`src/rtl/cachepool_l2_chan_demux.sv`:
```
// Routes one L1 refill reqrsp port onto NumChannels L2 channels by address interleave and
// returns responses in request order. Define CACHEPOOL_L2_SCRAMBLE_EN to strip channel bits from the address.
module cachepool_l2_chan_demux #(
  parameter int unsigned NumChannels     = 4,
  parameter int unsigned AddrWidth       = 32,
  parameter int unsigned DataWidth       = 128,
  parameter int unsigned UserWidth       = 16,
  parameter int unsigned InterleaveBytes = 16384,
  parameter int unsigned MaxOutstanding  = 16
) (
  input  logic                               clk_i,
  input  logic                               rst_i,
  input  logic                               q_valid_i,
  output logic                               q_ready_o,
  input  logic [AddrWidth-1:0]               q_addr_i,
  input  logic                               q_write_i,
  input  logic [DataWidth-1:0]               q_data_i,
  input  logic [DataWidth/8-1:0]             q_strb_i,
  input  logic [UserWidth-1:0]               q_user_i,
  output logic                               p_valid_o,
  input  logic                               p_ready_i,
  output logic [DataWidth-1:0]               p_data_o,
  output logic [UserWidth-1:0]               p_user_o,
  output logic [NumChannels-1:0]             ch_q_valid_o,
  input  logic [NumChannels-1:0]             ch_q_ready_i,
  output logic [NumChannels*AddrWidth-1:0]   ch_q_addr_o,
  output logic [NumChannels-1:0]             ch_q_write_o,
  output logic [NumChannels*DataWidth-1:0]   ch_q_data_o,
  output logic [NumChannels*DataWidth/8-1:0] ch_q_strb_o,
  output logic [NumChannels*UserWidth-1:0]   ch_q_user_o,
  input  logic [NumChannels-1:0]             ch_p_valid_i,
  output logic [NumChannels-1:0]             ch_p_ready_o,
  input  logic [NumChannels*DataWidth-1:0]   ch_p_data_i,
  input  logic [NumChannels*UserWidth-1:0]   ch_p_user_i
);

  localparam int unsigned SelW = $clog2(NumChannels);
  localparam int unsigned OffW = $clog2(InterleaveBytes);
  localparam int unsigned PtrW = $clog2(MaxOutstanding);
  localparam int unsigned CntW = PtrW + 1;

  logic [SelW-1:0]      sel;
  logic [SelW-1:0]      head;
  logic [SelW-1:0]      fifo_q [MaxOutstanding];
  logic [SelW-1:0]      fifo_d [MaxOutstanding];
  logic [PtrW-1:0]      wptr_q, wptr_d;
  logic [PtrW-1:0]      rptr_q, rptr_d;
  logic [CntW-1:0]      count_q, count_d;
  logic                 full, empty, push, pop;
  logic [AddrWidth-1:0] addr_out;

  assign sel   = q_addr_i[OffW +: SelW];
  assign head  = fifo_q[rptr_q];
  assign full  = (count_q == CntW'(MaxOutstanding));
  assign empty = (count_q == '0);

`ifdef CACHEPOOL_L2_SCRAMBLE_EN
  assign addr_out = {{SelW{1'b0}}, q_addr_i[AddrWidth-1:OffW+SelW], q_addr_i[OffW-1:0]};
`else
  assign addr_out = q_addr_i;
`endif

  assign ch_q_addr_o  = {NumChannels{addr_out}};
  assign ch_q_write_o = {NumChannels{q_write_i}};
  assign ch_q_data_o  = {NumChannels{q_data_i}};
  assign ch_q_strb_o  = {NumChannels{q_strb_i}};
  assign ch_q_user_o  = {NumChannels{q_user_i}};

  // Full is strict so that q_ready_o never sees p_ready_i.
  always_comb begin
    ch_q_valid_o      = '0;
    ch_q_valid_o[sel] = q_valid_i & ~full;
    q_ready_o         = ch_q_ready_i[sel] & ~full;
    ch_p_ready_o      = '0;
    if (!empty) ch_p_ready_o[head] = p_ready_i;
    p_valid_o = ~empty & ch_p_valid_i[head];
    p_data_o  = '0;
    p_user_o  = '0;
    if (!empty) begin
      p_data_o = ch_p_data_i[head*DataWidth +: DataWidth];
      p_user_o = ch_p_user_i[head*UserWidth +: UserWidth];
    end
  end

  assign push = q_valid_i & q_ready_o;
  assign pop  = p_valid_o & p_ready_i;

  always_comb begin
    fifo_d  = fifo_q;
    wptr_d  = wptr_q;
    rptr_d  = rptr_q;
    count_d = count_q + {{PtrW{1'b0}}, push} - {{PtrW{1'b0}}, pop};
    if (push) begin
      fifo_d[wptr_q] = sel;
      wptr_d         = wptr_q + PtrW'(1);
    end
    if (pop) rptr_d = rptr_q + PtrW'(1);
  end

  always_ff @(posedge clk_i or posedge rst_i) begin
    if (rst_i) begin
      for (int i = 0; i < MaxOutstanding; i++) fifo_q[i] <= '0;
      wptr_q  <= '0;
      rptr_q  <= '0;
      count_q <= '0;
    end else begin
      fifo_q  <= fifo_d;
      wptr_q  <= wptr_d;
      rptr_q  <= rptr_d;
      count_q <= count_d;
    end
  end

`ifndef SYNTHESIS
  logic [NumChannels-1:0] in_fifo;

  always_comb begin
    in_fifo = '0;
    for (int i = 0; i < MaxOutstanding; i++) begin
      if (CntW'(i) < count_q) in_fifo[fifo_q[PtrW'(rptr_q + PtrW'(i))]] = 1'b1;
    end
  end

  a_no_stray_rsp: assert property (@(posedge clk_i) disable iff (rst_i)
    (ch_p_valid_i & ~in_fifo) == '0);

  a_q_stable: assert property (@(posedge clk_i) disable iff (rst_i)
    (q_valid_i && !q_ready_o) |=> (q_valid_i && $stable(q_addr_i) && $stable(q_write_i)
      && $stable(q_data_i) && $stable(q_strb_i) && $stable(q_user_i)));
`endif

endmodule
```
`config.mk`:
```
export PLATFORM = sky130hd
export DESIGN_NAME = cachepool_l2_chan_demux
export DESIGN_NICKNAME = d
export VERILOG_FILES = /design/src/rtl/cachepool_l2_chan_demux.sv
export SDC_FILE = /design/constraint.sdc
export NUM_CORES = 1
export LEC_CHECK = 0
export ABC_AREA = 1
export BUFFER_PORTS_ARGS = -buffer_cell sky130_fd_sc_hd__buf_2
export CAP_MARGIN = 20
export CORE_AREA = 2 2 674 676
export DETAILED_ROUTE_END_ITERATION = 10
export DIE_AREA = 0 0 676 678
export PLACE_DENSITY = 0.3
export SYNTH_ARGS = -nofsm -noshare
export SYNTH_HDL_FRONTEND = slang
export SYNTH_SLANG_ARGS = --single-unit
```
`constraint.sdc`:
```
create_clock -name clk_i -period 6 [get_ports clk_i]
set_clock_uncertainty 0.2 [all_clocks]
set_input_delay 1.8 -clock clk_i [delete_from_list [all_inputs] [get_ports clk_i]]
set_output_delay 1.8 -clock clk_i [all_outputs]
set_load 0.1 [all_outputs]
```
==> flow_summary.yaml, run 1 <==
global_routing:
  grt_pass1_wl_mm: 269
  grt_use_met2_pct: 15.3
  grt-busiest-layer: "met2"
  antenna_found_initial: 108
  grt.overflow.total: 0
  grt_pass1_vias: 15100
  use_met3_pct: 11.1
  grt_util_all_layers_pct: 9.81
  grt_util_met1_pct: 7.95
  grt_max_degree: 91
clock_tree:
  cts_root_buf: "clkbuf_16"
  clock_sinks: 45
  clk_pin_slew_ns: 0.07
  htree_levels: 2
  ctsHoldBuffers: 0
  clk_path_buf_depth: 2
  cts_tree: "done"
  cts_resized: 0
  insertion_delay_ns: 0.29
  post_cts_buffers: 0
  cts_buffers: 5
drt:
  via_per_inst: 1.88
  drcViolationCount: 0
  wl_per_cell_um: 28.8
  ant_nets: 0
  dr_total_vias: 15400
  first_pass_iters: 7
  drt_iter0_markers: 1189
  routed_wl_mm: 236
timing:
  setup_tns_ns: 0
  fin_crit_ns: 5.72
  finalCritPeriodShare_pct: 95.3
  fmax_ghz: 0.175
  slew_viol_final: 0
  finalSetupViolCount: 0
  hold_viol: 0
  worst_slew_pin_slew_ns: 0.782
  rsz0062_at_grt: "no"
  max_slew_margin_pct: 47.6
yosys:
  syn_area_um2: 13500
  avgSynthCellArea_um2: 6.00
  synth_edf_count: 0
  synth_flop_cell: "dfrtp_1"
  async_reset_ff_share_pct: 100
  synth_cells: 2252
  ys_ff_latch: 45
  ys_types: 29
  synth_nets: 3045
  seq_area_frac_synth_pct: 8.33
  yosysWarnings: 0
setup_path:
  arrival_ns: 3.72
  required_ns: 4.00
  crit_type: "flop to output port"
  worstPathMaxFanout: 57
  end_kind: "output port"
  worst_setup_path_start_kind: "flop"
die:
  die_h_um: 678
  row_count: 247
  pin_count: 1707
  die-area_um2: 458000
  core-area_um2: 451000
  die_w_um: 676
  start_util_pct: 2.99
worst_hold_path:
  hold_class: "flop to flop"
final_layout:
  utilization_pct: 4.60
  layout-drive-gt1-share_pct: 39.4
  multi_input_area_um2: 5790
  seq_area_um2: 1130
  fill_cells: 54100
  nets: 2991
  syn_to_final_growth_pct: 53.5
place:
  dpl.hpwl_mm: 221
  place_congestion: 0.823
  portBuffers: 751
flow_run:
  cap_violations: 0
run_status:
  status: "complete, no violations"
## cell type report
type / count / area share, %
Antenna cell: 24 / 0.290
Clock buffer: 6 / 0.621
Clock inverter: 2 / 0.0724
Inverter: 37 / 0.670
Multi-Input combinational cell: 1262 / 27.9
Sequential cell: 45 / 5.43
Tap cell: 5976 / 36.1
Timing Repair Buffer: 847 / 29.0
## cells in the mapped netlist, types with 7 or more instances
cell	count	share of area (%)
o21ai_1	9	0.33
nand3_1	326	12
ha_1	11	1.0
inv_1	33	0.92
clkbuf_1	21	0.58
nand2_1	700	19
o21ai_0	23	0.85
a31oi_1	144	6.7
nor2_1	18	0.50
nor3_1	8	0.30
xor2_1	7	0.45
buf_2	97	3.6
dfrtp_1	45	8.3
buf_4	776	43
## cell families after synthesis
| group | after synthesis | synth area share [%] |
|---|---|---|
| AND/OR/NAND/NOR | 1061 | 32.8 |
| AO/OA/AOI/OAI | 181 | 8.06 |
| XOR/XNOR | 8 | 0.519 |
| adder cells (fa/ha/maj) | 12 | 1.17 |
| flip-flops | 45 | 8.33 |
| buffers and inverters | 945 | 49.1 |
## per-stage QoR
| stage | area (µm²) | hold slack [ns] | std cells | setup slack [ns] |
|---|---|---|---|---|
| global route | 20700 | 0.316 | 8185 | 0.0814 |
| detailed placement | 20500 | 0.273 | 8166 | 0.487 |
| CTS | 20600 | 0.290 | 8174 | 0.146 |
| floorplan | 13500 | 0.253 | 2252 | 0.0356 |
| global placement | 20500 | 0.270 | 8166 | 0.389 |
| finish | 20700 | 0.285 | 8199 | 0.283 |
## layout by cell type, fill, tap and decap left out, drive strengths merged, types with 2 or more instances in the layout
master    instances
clkbuf            6
diode            24
nand2           700
nand4             4
nand3           326
buf             847
o21ai            32
a21oi             4
nor3              9
a31oi           144
xor2              7
clkinvlp          2
dfrtp            45
ha               11
nor2             20
inv              36
## routing by layer
layer | vias to the layer above | wire, µm | share of wire (%)
met2 | 1591 | 102000 | 43
met5 | - | 634 | 0.27
met4 | 36 | 9510 | 4.0
met3 | 410 | 59200 | 25
met1 | 6925 | 65000 | 28
li1 | 6428 | - | -
## final timing paths
kind / depth (start not counted) / slack, ns / to / from
hold reg to reg: 2 / 0.29 / fifo_q[27]$_DFFE_PP0P_ / fifo_q[27]$_DFFE_PP0P_
min in group asynchronous: 3 / 1.39 / fifo_q[29]$_DFFE_PP0P_ / rst_i
max in group asynchronous: 3 / 3.86 / fifo_q[23]$_DFFE_PP0P_ / rst_i
setup reg to reg: 22 / 1.44 / count_q[4]$_DFF_PP0_ / rptr_q[1]$_DFFE_PP0P_
hold / removal: 2 / 0.29 / fifo_q[27]$_DFFE_PP0P_ / fifo_q[27]$_DFFE_PP0P_
setup / recovery: 14 / 0.28 / p_data_o[84] / rptr_q[1]$_DFFE_PP0P_
## flip-flops by register name (all words and copies together), names as in the netlist
| name | flops |
|---|---|
| wptr_q | 4 |
| rptr_q | 4 |
| fifo_q | 32 |
| count_q | 5 |
## critical path, cell delays in order (launching register included)
cell and delay, ns:
dfrtp_1 0.52, inv_1 0.31, nor2_1 0.09, nand2_1 0.11, nand2_1 0.07, nand2_1 0.06
nand3_1 0.12, nand2_4 0.24, buf_12 0.24, buf_12 0.32, buf_4 0.20, nand3_1 0.07
a31oi_1 0.51, buf_4 0.24, buf_12 0.17
Power of run 1 is left out: the tool's default activity adds up to more than one toggle a clock period on the data nets, which glitch-free logic cannot reach.
==> run 2: changes to the inputs <==
--- a/config.mk
+++ b/config.mk
@@ -7,7 +7,6 @@
 export LEC_CHECK = 0
 export ABC_AREA = 1
 export BUFFER_PORTS_ARGS = -buffer_cell sky130_fd_sc_hd__buf_2
-export CAP_MARGIN = 20
 export CORE_AREA = 2 2 674 676
 export DETAILED_ROUTE_END_ITERATION = 10
 export DIE_AREA = 0 0 676 678
==> constraint.sdc (replaced) <==
create_clock -name clk_i -period 6 [get_ports clk_i]
set_clock_uncertainty 0.2 [all_clocks]
set_input_delay 0.9 -clock clk_i [delete_from_list [all_inputs] [get_ports clk_i]]
set_output_delay 0.9 -clock clk_i [all_outputs]
set_load 0.1 [all_outputs]
==> run 2 against run 1 <==
  * Critical path depth did not move
  * Fmax rose by 5.7%
  * Sequential share of layout area rose by 0.49 points
  * Routed wire length fell by 1.2%
  * Via count fell by 1.7%
  * Hold slack improved by 0.0017 ns
  * Cell count fell by 0.76%
  * Sequential cell count did not move
  * Die area did not move
  * Core utilization fell by 0.38 points
  * Highest routed layer unchanged
==> flow_summary.yaml, run 2 (synthesis gave the netlist of run 1 again) <==
final_layout:
  seq_area_um2: 1130
  layout-drive-gt1-share_pct: 37.9
  multi_input_area_um2: 5790
  largest_registers: "fifo_q x32, count_q x5"
  final_common_cell: "buf_2"
  regMostFlops: "fifo_q"
  final_cell_mix: "buf_2, nand2_1, nand3_1"
  nets: 2934
  fill_cells: 54200
  final_area_um2: 19000
  fin_cells: 8137
  largest_reg_flops: 32
  syn_to_final_growth_pct: 40.7
place:
  post-place-ws_ns: 0.339
  placed_area_um2: 18800
  dp.cells: 8110
  place_congestion: 0.811
  dpl.hpwl_mm: 217
  portBuffers: 751
run_status:
  status: "complete, no violations"
timing:
  fmax_ghz: 0.185
  max_slew_margin_pct: 38.7
  finalSetupViolCount: 0
  slew_viol_final: 0
  setup_ws_ns: 0.589
  worst_slew_pin_slew_ns: 0.926
  rsz0062_at_grt: "no"
  setup_tns_ns: 0
  fin_crit_ns: 5.41
  hold_viol: 0
  finalCritPeriodShare_pct: 90.2
global_routing:
  grt.overflow.total: 0
  grt_max_degree: 94
  grt_pass1_vias: 14700
  grt_util_all_layers_pct: 9.67
  antenna_found_initial: 99
  grt_pass1_wl_mm: 265
setup_path:
  end_kind: "output port"
  required_ns: 4.90
  worst_setup_path_start_kind: "flop"
  arrival_ns: 4.31
  crit_type: "flop to output port"
  worstPathMaxFanout: 93
worst_hold_path:
  hold_class: "flop to flop"
die:
  start_util_pct: 2.99
  die-area_um2: 458000
  row_count: 247
  core-area_um2: 451000
  die_w_um: 676
  die_h_um: 678
  pin_count: 1707
clock_tree:
  clk_pin_slew_ns: 0.07
  ctsHoldBuffers: 0
  cts_root_buf: "clkbuf_16"
  cts_tree: "done"
  htree_levels: 2
  clock_sinks: 45
  clk_path_buf_depth: 2
  post_cts_buffers: 0
  cts_buffers: 5
  insertion_delay_ns: 0.29
drt:
  routed_wl_mm: 233
  wl_per_cell_um: 28.7
  drt_iter0_markers: 1149
  ant_nets: 0
  dr_total_vias: 15100
  drcViolationCount: 0
  via_per_inst: 1.86
  first_pass_iters: 5
flow_run:
  cap_violations: 0
## run 2: changes by cell type in the layout (fill, tap and decap cells not counted), moves of 2 or more
| cell | before | now |
|---|---|---|
| clkbuf_8 | 0 | 2 |
| buf_2 | 625 | 724 |
| buf_12 | 95 | 12 |
| buf_4 | 126 | 54 |
| a31oi_2 | 0 | 2 |
| clkinvlp_4 | 2 | 0 |
| a31oi_1 | 144 | 142 |
| diode_2 | 24 | 19 |
## run 2: worst paths after layout
check / depth (start not counted) / from / slack (ns) / to
max: 14 / rptr_q[0]$_DFFE_PP0P_ / 0.59 / p_user_o[15]
min: 2 / fifo_q[16]$_DFFE_PP0P_ / 0.29 / fifo_q[16]$_DFFE_PP0P_
max reg2reg: 22 / rptr_q[0]$_DFFE_PP0P_ / 1.26 / count_q[4]$_DFF_PP0_
min reg2reg: 2 / fifo_q[16]$_DFFE_PP0P_ / 0.29 / fifo_q[16]$_DFFE_PP0P_
max in group asynchronous: 3 / rst_i / 4.59 / fifo_q[10]$_DFFE_PP0P_
min in group asynchronous: 3 / rst_i / 0.57 / fifo_q[21]$_DFFE_PP0P_
## run 2: through the flow
step	hold WS [ns]	util, %
after CTS	0.292	4.20
final	0.287	4.21
after global routing	0.314	4.20
after global placement	0.272	4.17
after detailed placement	0.275	4.17
after floorplan	0.253	-
## run 2: what timing repair did
item                                    4_1_cts  5_1_grt
gates resized for setup                       0        1
hold endpoints to repair                      0        0
endpoints found under the setup margin        0        1
## run 2: metal layers
layer,routed length [µm],vias to the layer above,track usage (%)
met5,823,-,0.768
met4,7960,56,2.61
met3,60100,357,11.5
met2,103000,1537,15.2
met1,61600,6879,7.47
li1,-,6304,-
## run 2: cell type report
cell class	count	area share [%]
sequential	45	5.92
timing repair buffer	790	22.5
tap	5976	39.3
clock inverter	1	0.0263
inverter	37	0.731
antenna	19	0.250
multi-input combinational	1262	30.5
clock buffer	7	0.803
## run 2: critical path, stage by stage, from the launching register on
cell	delay, ns
dfrtp_1	0.75
inv_2	0.28
nand2_1	0.13
nand2_1	0.07
nand2_1	0.09
nand2_1	0.07
nand2_1	0.07
nand3_1	0.13
nand2_4	0.32
buf_12	0.37
nand2_1	0.11
nand2_1	0.11
nand2_1	0.16
a31oi_1	0.66
buf_2	0.57
Power of run 2 is left out for the same reason.
